### src/rtl/ctrl_pkg.sv
// Shared encodings for the ctrl_fsm control unit: FSM states, ALU operations,
// opcode/funct3 constants, instruction classes and the datapath control bundle.
package ctrl_pkg;

  localparam int unsigned INSTR_W  = 32;
  localparam int unsigned STATUS_W = 5;
  localparam int unsigned STATE_W  = 3;
  localparam int unsigned ALUOP_W  = 4;
  localparam int unsigned IMMSEL_W = 2;
  localparam int unsigned OPC_W    = 7;
  localparam int unsigned F3_W     = 3;
  localparam int unsigned ICLASS_W = 3;

  typedef enum logic [STATE_W-1:0] {
    ST_FETCH  = 3'd0,
    ST_DECODE = 3'd1,
    ST_EXEC   = 3'd2,
    ST_MEM    = 3'd3,
    ST_WB     = 3'd4,
    ST_TRAP   = 3'd5
  } state_t;

  typedef enum logic [ALUOP_W-1:0] {
    ALU_ADD = 4'd0,
    ALU_SUB = 4'd1,
    ALU_AND = 4'd2,
    ALU_OR  = 4'd3,
    ALU_XOR = 4'd4,
    ALU_SLL = 4'd5,
    ALU_SRL = 4'd6,
    ALU_SLT = 4'd7
  } aluop_t;

  typedef enum logic [ICLASS_W-1:0] {
    IC_R,
    IC_IALU,
    IC_LOAD,
    IC_STORE,
    IC_BRANCH,
    IC_ILLEGAL
  } iclass_t;

  localparam logic [OPC_W-1:0] OPC_R      = 7'b0110011;
  localparam logic [OPC_W-1:0] OPC_IALU   = 7'b0010011;
  localparam logic [OPC_W-1:0] OPC_LOAD   = 7'b0000011;
  localparam logic [OPC_W-1:0] OPC_STORE  = 7'b0100011;
  localparam logic [OPC_W-1:0] OPC_BRANCH = 7'b1100011;

  localparam logic [F3_W-1:0] F3_ADD = 3'b000;
  localparam logic [F3_W-1:0] F3_SLL = 3'b001;
  localparam logic [F3_W-1:0] F3_SLT = 3'b010;
  localparam logic [F3_W-1:0] F3_XOR = 3'b100;
  localparam logic [F3_W-1:0] F3_SRL = 3'b101;
  localparam logic [F3_W-1:0] F3_OR  = 3'b110;
  localparam logic [F3_W-1:0] F3_AND = 3'b111;
  localparam logic [F3_W-1:0] F3_BEQ = 3'b000;
  localparam logic [F3_W-1:0] F3_BNE = 3'b001;

  localparam logic [IMMSEL_W-1:0] IMM_I = 2'b00;
  localparam logic [IMMSEL_W-1:0] IMM_S = 2'b01;
  localparam logic [IMMSEL_W-1:0] IMM_B = 2'b10;

  localparam logic ALUSRC_IMM = 1'b0;
  localparam logic ALUSRC_REG = 1'b1;
  localparam logic WB_RAM     = 1'b0;
  localparam logic WB_ALU     = 1'b1;

  typedef struct packed {
    logic                pcsrc;
    logic                alusrc;
    logic                memrw;
    logic                wb;
    logic                regrw;
    logic [ALUOP_W-1:0]  aluop;
    logic [IMMSEL_W-1:0] immgen_ctrl;
    logic                pc_en;
  } ctrl_t;

  function automatic iclass_t classify(input logic [OPC_W-1:0] opcode);
    case (opcode)
      OPC_R:      return IC_R;
      OPC_IALU:   return IC_IALU;
      OPC_LOAD:   return IC_LOAD;
      OPC_STORE:  return IC_STORE;
      OPC_BRANCH: return IC_BRANCH;
      default:    return IC_ILLEGAL;
    endcase
  endfunction

  // R-type has no immediate; its selector is left at the I encoding.
  function automatic logic [IMMSEL_W-1:0] imm_sel(input iclass_t iclass);
    case (iclass)
      IC_STORE:  return IMM_S;
      IC_BRANCH: return IMM_B;
      default:   return IMM_I;
    endcase
  endfunction

endpackage

### src/rtl/alu_op_dec.sv
// ALU operation decode from instruction class, funct3 and funct7 bit 5;
// also flags funct3 values that have no mapping for the class.
module alu_op_dec
  import ctrl_pkg::*;
(
  input  iclass_t         iclass,
  input  logic [F3_W-1:0] funct3,
  input  logic            funct7_b5,
  output aluop_t          aluop_c,
  output logic            funct_ok_c
);

  always_comb begin
    aluop_c    = ALU_ADD;
    funct_ok_c = 1'b1;
    case (iclass)
      IC_R, IC_IALU: begin
        case (funct3)
          F3_ADD:  aluop_c = (iclass == IC_R && funct7_b5) ? ALU_SUB : ALU_ADD;
          F3_SLL:  aluop_c = ALU_SLL;
          F3_SLT:  aluop_c = ALU_SLT;
          F3_XOR:  aluop_c = ALU_XOR;
          F3_SRL:  aluop_c = ALU_SRL;
          F3_OR:   aluop_c = ALU_OR;
          F3_AND:  aluop_c = ALU_AND;
          default: funct_ok_c = 1'b0;  // 011 (unsigned compare) is not supported
        endcase
      end
      IC_LOAD, IC_STORE: aluop_c = ALU_ADD;
      IC_BRANCH: begin
        aluop_c    = ALU_SUB;
        funct_ok_c = (funct3 == F3_BEQ) || (funct3 == F3_BNE);
      end
      default: funct_ok_c = 1'b0;
    endcase
  end

endmodule

### src/rtl/ctrl_fsm.sv
// Multi-cycle control FSM (FETCH/DECODE/EXEC/MEM/WB, sticky TRAP) with retired counter.
// Define CTRL_PARITY_CHECK_EN to trap in DECODE when ^ir disagrees with status[4].
module ctrl_fsm
  import ctrl_pkg::*;
#(
  parameter int unsigned RETIRE_W = 16
) (
  input  logic                clk,
  input  logic                rst,
  input  logic [INSTR_W-1:0]  instr,
  input  logic [STATUS_W-1:0] status,
  output logic                pcsrc,
  output logic                alusrc,
  output logic                memrw,
  output logic                wb,
  output logic                regrw,
  output logic [ALUOP_W-1:0]  aluop,
  output logic [IMMSEL_W-1:0] immgen_ctrl,
  output logic                pc_en,
  output logic [STATE_W-1:0]  state,
  output logic                trap,
  output logic [RETIRE_W-1:0] retired
);

  state_t              state_q;
  state_t              state_d;
  logic [INSTR_W-1:0]  ir_q;
  logic [RETIRE_W-1:0] retired_q;
  iclass_t             iclass;
  aluop_t              aluop_dec;
  logic [F3_W-1:0]     funct3;
  logic                funct_ok;
  logic                parity_ok;
  logic                decode_ok;
  logic                zero;
  logic                in_instr;
  ctrl_t               ctrl;
  logic                unused_status;
  logic                unused_ir;

  assign iclass   = classify(ir_q[OPC_W-1:0]);
  assign funct3   = ir_q[14:12];
  assign zero     = status[0];
  assign in_instr = (state_q == ST_EXEC) || (state_q == ST_MEM) || (state_q == ST_WB);

  alu_op_dec u_alu_op_dec (
    .iclass     (iclass),
    .funct3     (funct3),
    .funct7_b5  (ir_q[30]),
    .aluop_c    (aluop_dec),
    .funct_ok_c (funct_ok)
  );

`ifdef CTRL_PARITY_CHECK_EN
  assign parity_ok     = ((^ir_q) == status[4]);
  assign unused_status = ^status[3:1];
`else
  assign parity_ok     = 1'b1;
  assign unused_status = ^status[4:1];
`endif
  assign unused_ir = ^{ir_q[31], ir_q[29:15], ir_q[11:7]};

  assign decode_ok = (iclass != IC_ILLEGAL) && funct_ok && parity_ok;

  // State register; rst wins over every transition including TRAP.
  always_ff @(posedge clk) begin
    if (rst) begin
      state_q <= ST_FETCH;
    end else begin
      state_q <= state_d;
    end
  end

  // Instruction register and retired counter.
  always_ff @(posedge clk) begin
    if (rst) begin
      ir_q      <= '0;
      retired_q <= '0;
    end else begin
      if (state_q == ST_FETCH) begin
        ir_q <= instr;
      end
      if (ctrl.pc_en) begin
        retired_q <= retired_q + RETIRE_W'(1);
      end
    end
  end

  // Next state and datapath controls.
  always_comb begin
    state_d = state_q;
    ctrl    = '0;

    // Operand/ALU selection is held constant for the whole execute phase.
    if (in_instr) begin
      ctrl.aluop       = aluop_dec;
      ctrl.alusrc      = (iclass == IC_R || iclass == IC_BRANCH) ? ALUSRC_REG : ALUSRC_IMM;
      ctrl.immgen_ctrl = imm_sel(iclass);
    end

    case (state_q)
      ST_FETCH:  state_d = ST_DECODE;
      ST_DECODE: state_d = decode_ok ? ST_EXEC : ST_TRAP;
      ST_EXEC: begin
        case (iclass)
          IC_R, IC_IALU:     state_d = ST_WB;
          IC_LOAD, IC_STORE: state_d = ST_MEM;
          IC_BRANCH: begin
            state_d    = ST_FETCH;
            ctrl.pcsrc = (funct3 == F3_BNE) ? ~zero : zero;
            ctrl.pc_en = 1'b1;
          end
          default:           state_d = ST_TRAP;
        endcase
      end
      ST_MEM: begin
        if (iclass == IC_STORE) begin
          ctrl.memrw = 1'b1;
          ctrl.pc_en = 1'b1;
          state_d    = ST_FETCH;
        end else begin
          state_d = ST_WB;
        end
      end
      ST_WB: begin
        ctrl.regrw = 1'b1;
        ctrl.wb    = (iclass == IC_LOAD) ? WB_RAM : WB_ALU;
        ctrl.pc_en = 1'b1;
        state_d    = ST_FETCH;
      end
      ST_TRAP: state_d = ST_TRAP;
      default: state_d = ST_TRAP;
    endcase

    // An instruction aborted by rst issues no side-effecting strobe.
    if (rst) begin
      ctrl.memrw = 1'b0;
      ctrl.regrw = 1'b0;
      ctrl.pc_en = 1'b0;
    end
  end

  assign pcsrc       = ctrl.pcsrc;
  assign alusrc      = ctrl.alusrc;
  assign memrw       = ctrl.memrw;
  assign wb          = ctrl.wb;
  assign regrw       = ctrl.regrw;
  assign aluop       = ctrl.aluop;
  assign immgen_ctrl = ctrl.immgen_ctrl;
  assign pc_en       = ctrl.pc_en;
  assign state       = state_q;
  assign trap        = (state_q == ST_TRAP);
  assign retired     = retired_q;

endmodule

### config.mk
export PLATFORM = sky130hd
export DESIGN_NAME = ctrl_fsm
export DESIGN_NICKNAME = d
export VERILOG_FILES = /design/src/rtl/ctrl_pkg.sv /design/src/rtl/alu_op_dec.sv /design/src/rtl/ctrl_fsm.sv
export SDC_FILE = /design/constraint.sdc
export NUM_CORES = 1
export LEC_CHECK = 0
export ABC_AREA = 0
export CAP_MARGIN = 10
export CELL_PAD_IN_SITES_DETAIL_PLACEMENT = 0
export CELL_PAD_IN_SITES_GLOBAL_PLACEMENT = 2
export CORE_MARGIN = 1
export CORE_UTILIZATION = 21
export CTS_CLUSTER_SIZE = 16
export DETAILED_ROUTE_END_ITERATION = 10
export PLACE_DENSITY_LB_ADDON = 0.05
export SLEW_MARGIN = 25
export SYNTH_ARGS = -nofsm -noshare
export SYNTH_HDL_FRONTEND = slang
export SYNTH_SLANG_ARGS = --single-unit
export TNS_END_PERCENT = 10
### constraint.sdc
create_clock -name clk -period 1.4 [get_ports clk]
set_input_delay 0.14 -clock clk [delete_from_list [all_inputs] [get_ports clk]]
set_output_delay 0.14 -clock clk [all_outputs]
set_load 0.005 [all_outputs]
==> results.md <==
* DRC viols at 0
* Outcome: finished, violations left
* Worst Skew at 0.00255 ns
* Slowest cell on crit path: dfxtp_2
* CTS Root Buffer Type: clkbuf_8
* Die H at 94.9 µm
* Final worst slack at -0.299 ns
* CTS Sinks at 30
* Drt first pass iters at 4
* Final hold violations at 0
* Hold-fix buffers at CTS at 0
* Share of cells above drive strength 1 at 47.5%
* DIE AREA at 0.00901 mm²
* Min-Delay Path Class: in2reg
* Largest net degree at the start of global routing at 17
* Finished Layout Cells at 425
* Critical Path RT at 1.26 ns
* Final Core Density at 38.2%
* Fmax at 0.589 GHz
* Final min period at 1.70 ns
* CTS tree: yes
* Drt wl/cell at 13.6 µm
* Vias in the first global route at 1998
* Average cell area after synthesis at 8.09 µm²
* Post-synth EDFFs at 0
* Gp weighted congestion at 0.707
* Overall routing resource usage at 14.0%
* CP endpoint: wb
* Max_cap viols at 0
* Number of DRC markers in iteration 0 at 37
* Startpoint Class: register
* Routed vias at 1900
* RSZ-0062 raised after global routing: yes
* Htree depth at 2
* Crit-path max FO at 2
* Global-route wire length before repair at 9570 µm
* Worst path cell trace: buf_6, nand4bb_4, nor3_4, buf_4, a21oi_2, clkdlybuf4s15_2
* CP Capture Type: output port
* Cts bufs inserted at 5
* Rows at 33
* Placed Instances at 414
* CTS Buffer Depth at 2
* Reg clk slew, reported paths at 0.07 ns
* Seq cells post-synth at 30
* Vias per std cell at 4.47
* Failing checks: setup timing
* Synthesized area at 0.00181 mm²
* ANT nets after route at 0
* Fill cells at 898
* Crit. Startpoint: ir_q[2]
* Commonest non-fill, non-tap cell in the layout: buf_4
* Initial antenna violation count at 0
* Post-synthesis net count at 264
* Antenna diode count at 0
* Setup violations, final at 27
* Initial core utilization at 21.8%
* Sequential cell area fraction in the yosys report at 33.1%
* Input/output buffers at 44
* Crit share post-route at 121%
* R2R Path End: retired[6]
* Ys async rst share at 0%
* Cell family with most CP delay: buffers and inverters
* Reg-to-Reg Start: ir_q[3]
* Setup_tns at -5.59 ns
* Reg-to-reg slack, setup at -0.28 ns
* GR Overflow Total at 0
* Die W at 94.9 µm
* Area growth syn-to-layout at 74.9%
* Post-Route WL at 5800 µm
* Leakage at 1.45 nW
* Core ar. at 0.00830 mm²
* Synth cell types at 48
* Skew-Pair Late Insertion Delay at 0.28 ns
* Cells after synthesis at 224
* Power per standard cell area at 646 mW/mm²
* Yosys synthesis warning count at 0
* Worst Path Buf+Inv at 3
* I/O Pins at 71
* Max-slew violations at 0
* Slowest stage delay, CP at 0.33 ns
* Worst r2r path cells at 6
* VDD IR max at 271 µV
* Worst Path Class, Setup: reg2out
* Arrival time worst endpoint at 1.56 ns
* Commonest non-fill, non-tap cells in the layout: buf_4, nand2_1, clkdlybuf4s50_1, nor2_1, dfxtp_2
* Critical Path Stages at 6
* Nets at 359
* Synth Flop Type: dfxtp_1
* Post-DP HPWL at 4250 µm
[power breakdown]
group	switching, W	total, W	internal (W)
Clock	0.000358	0.000755	0.000397
Sequential	0.0000280	0.000911	0.000883
Combinational	0.000186	0.000381	0.000195
[registers in the layout, summed over array words and instances (netlist names)]
signal / flops
retired: 16
ir_q: 11
state: 3
[area by class of cell]
type / instances / area [µm²] / share of cell area (%)
Inverter: 3 / 11.3 / 0.355
Multi-Input combinational cell: 173 / 1350 / 42.4
Timing Repair Buffer: 106 / 967 / 30.5
Sequential cell: 30 / 624 / 19.7
Tap cell: 105 / 131 / 4.14
Clock inverter: 1 / 5.00 / 0.158
Clock buffer: 7 / 86.3 / 2.72
[tightest hold or removal path, delay by kind of cell]
family                 cells  cell delay [ns]
AO/OA/AOI/OAI              1             0.05
AND/OR/NAND/NOR            1             0.05
buffers and inverters      1             0.39
[kinds of logic (layout without fill, tap and decap cells)]
kind of cell,Yosys count,after routing,synth area share (%)
buffers and inverters,21,117,6.35
muxes,14,14,8.70
AOI/OAI and AO/OA,41,41,13.9
xor gates and xnor gates,4,4,2.35
other,1,1,0.207
DFF,30,30,33.1
and+or+nand+nor,111,111,34.1
adders and majority gates,2,2,1.24
[per-layer routing]
metal,wire length [µm],GRT usage [%],up-vias
li1,-,-,964
met1,2610,16.2,900
met2,2970,26.0,32
met3,174,2.74,4
met4,47,3.91,0
met5,0,0,-
[metrics by stage]
step,worst slack (ns),total power (W),cell area (µm²),hold slack (ns)
floorplan,-0.202,0.00109,1820,0.276
CTS,-0.332,0.00207,3010,0.391
finish,-0.299,0.00205,3170,0.400
global placement,-0.394,0.00127,2740,0.451
detailed placement,-0.385,0.00127,2740,0.459
global route,-0.378,0.00217,3170,0.404
[cells in the mapped netlist, types with 4 or more instances]
master	instances	area, µm²
nor2b_1	15	93.8
nand2_1	28	105
nor3_1	8	40.0
mux2_1	11	124
dfxtp_1	30	601
a21oi_1	22	110
nand3_1	7	35.0
and3_1	4	25.0
nand4_1	7	43.8
a21oi_2	6	52.6
a211oi_1	5	37.5
clkbuf_1	7	26.3
nor2_1	19	71.3
[worst min-delay path by stage]
| stage | startpoint | endpoint | cells past startpoint |
|---|---|---|---|
| final | instr[4] | ir_q[4] | 3 |
| after detailed placement | ir_q[3] | ir_q[3] | 2 |
| after global routing | instr[5] | ir_q[5] | 3 |
| after floorplan | instr[30] | ir_q[30] | 2 |
| after CTS | instr[4] | ir_q[4] | 3 |
| after global placement | ir_q[3] | ir_q[3] | 2 |
[repair_timing]
item                       CTS  global route
cloned                       1             0
pin swaps                   18             8
setup endpoints to repair   35            46
gates resized for setup     80            56
buffers inserted             1             1
(Power assumes the default switching activity.)
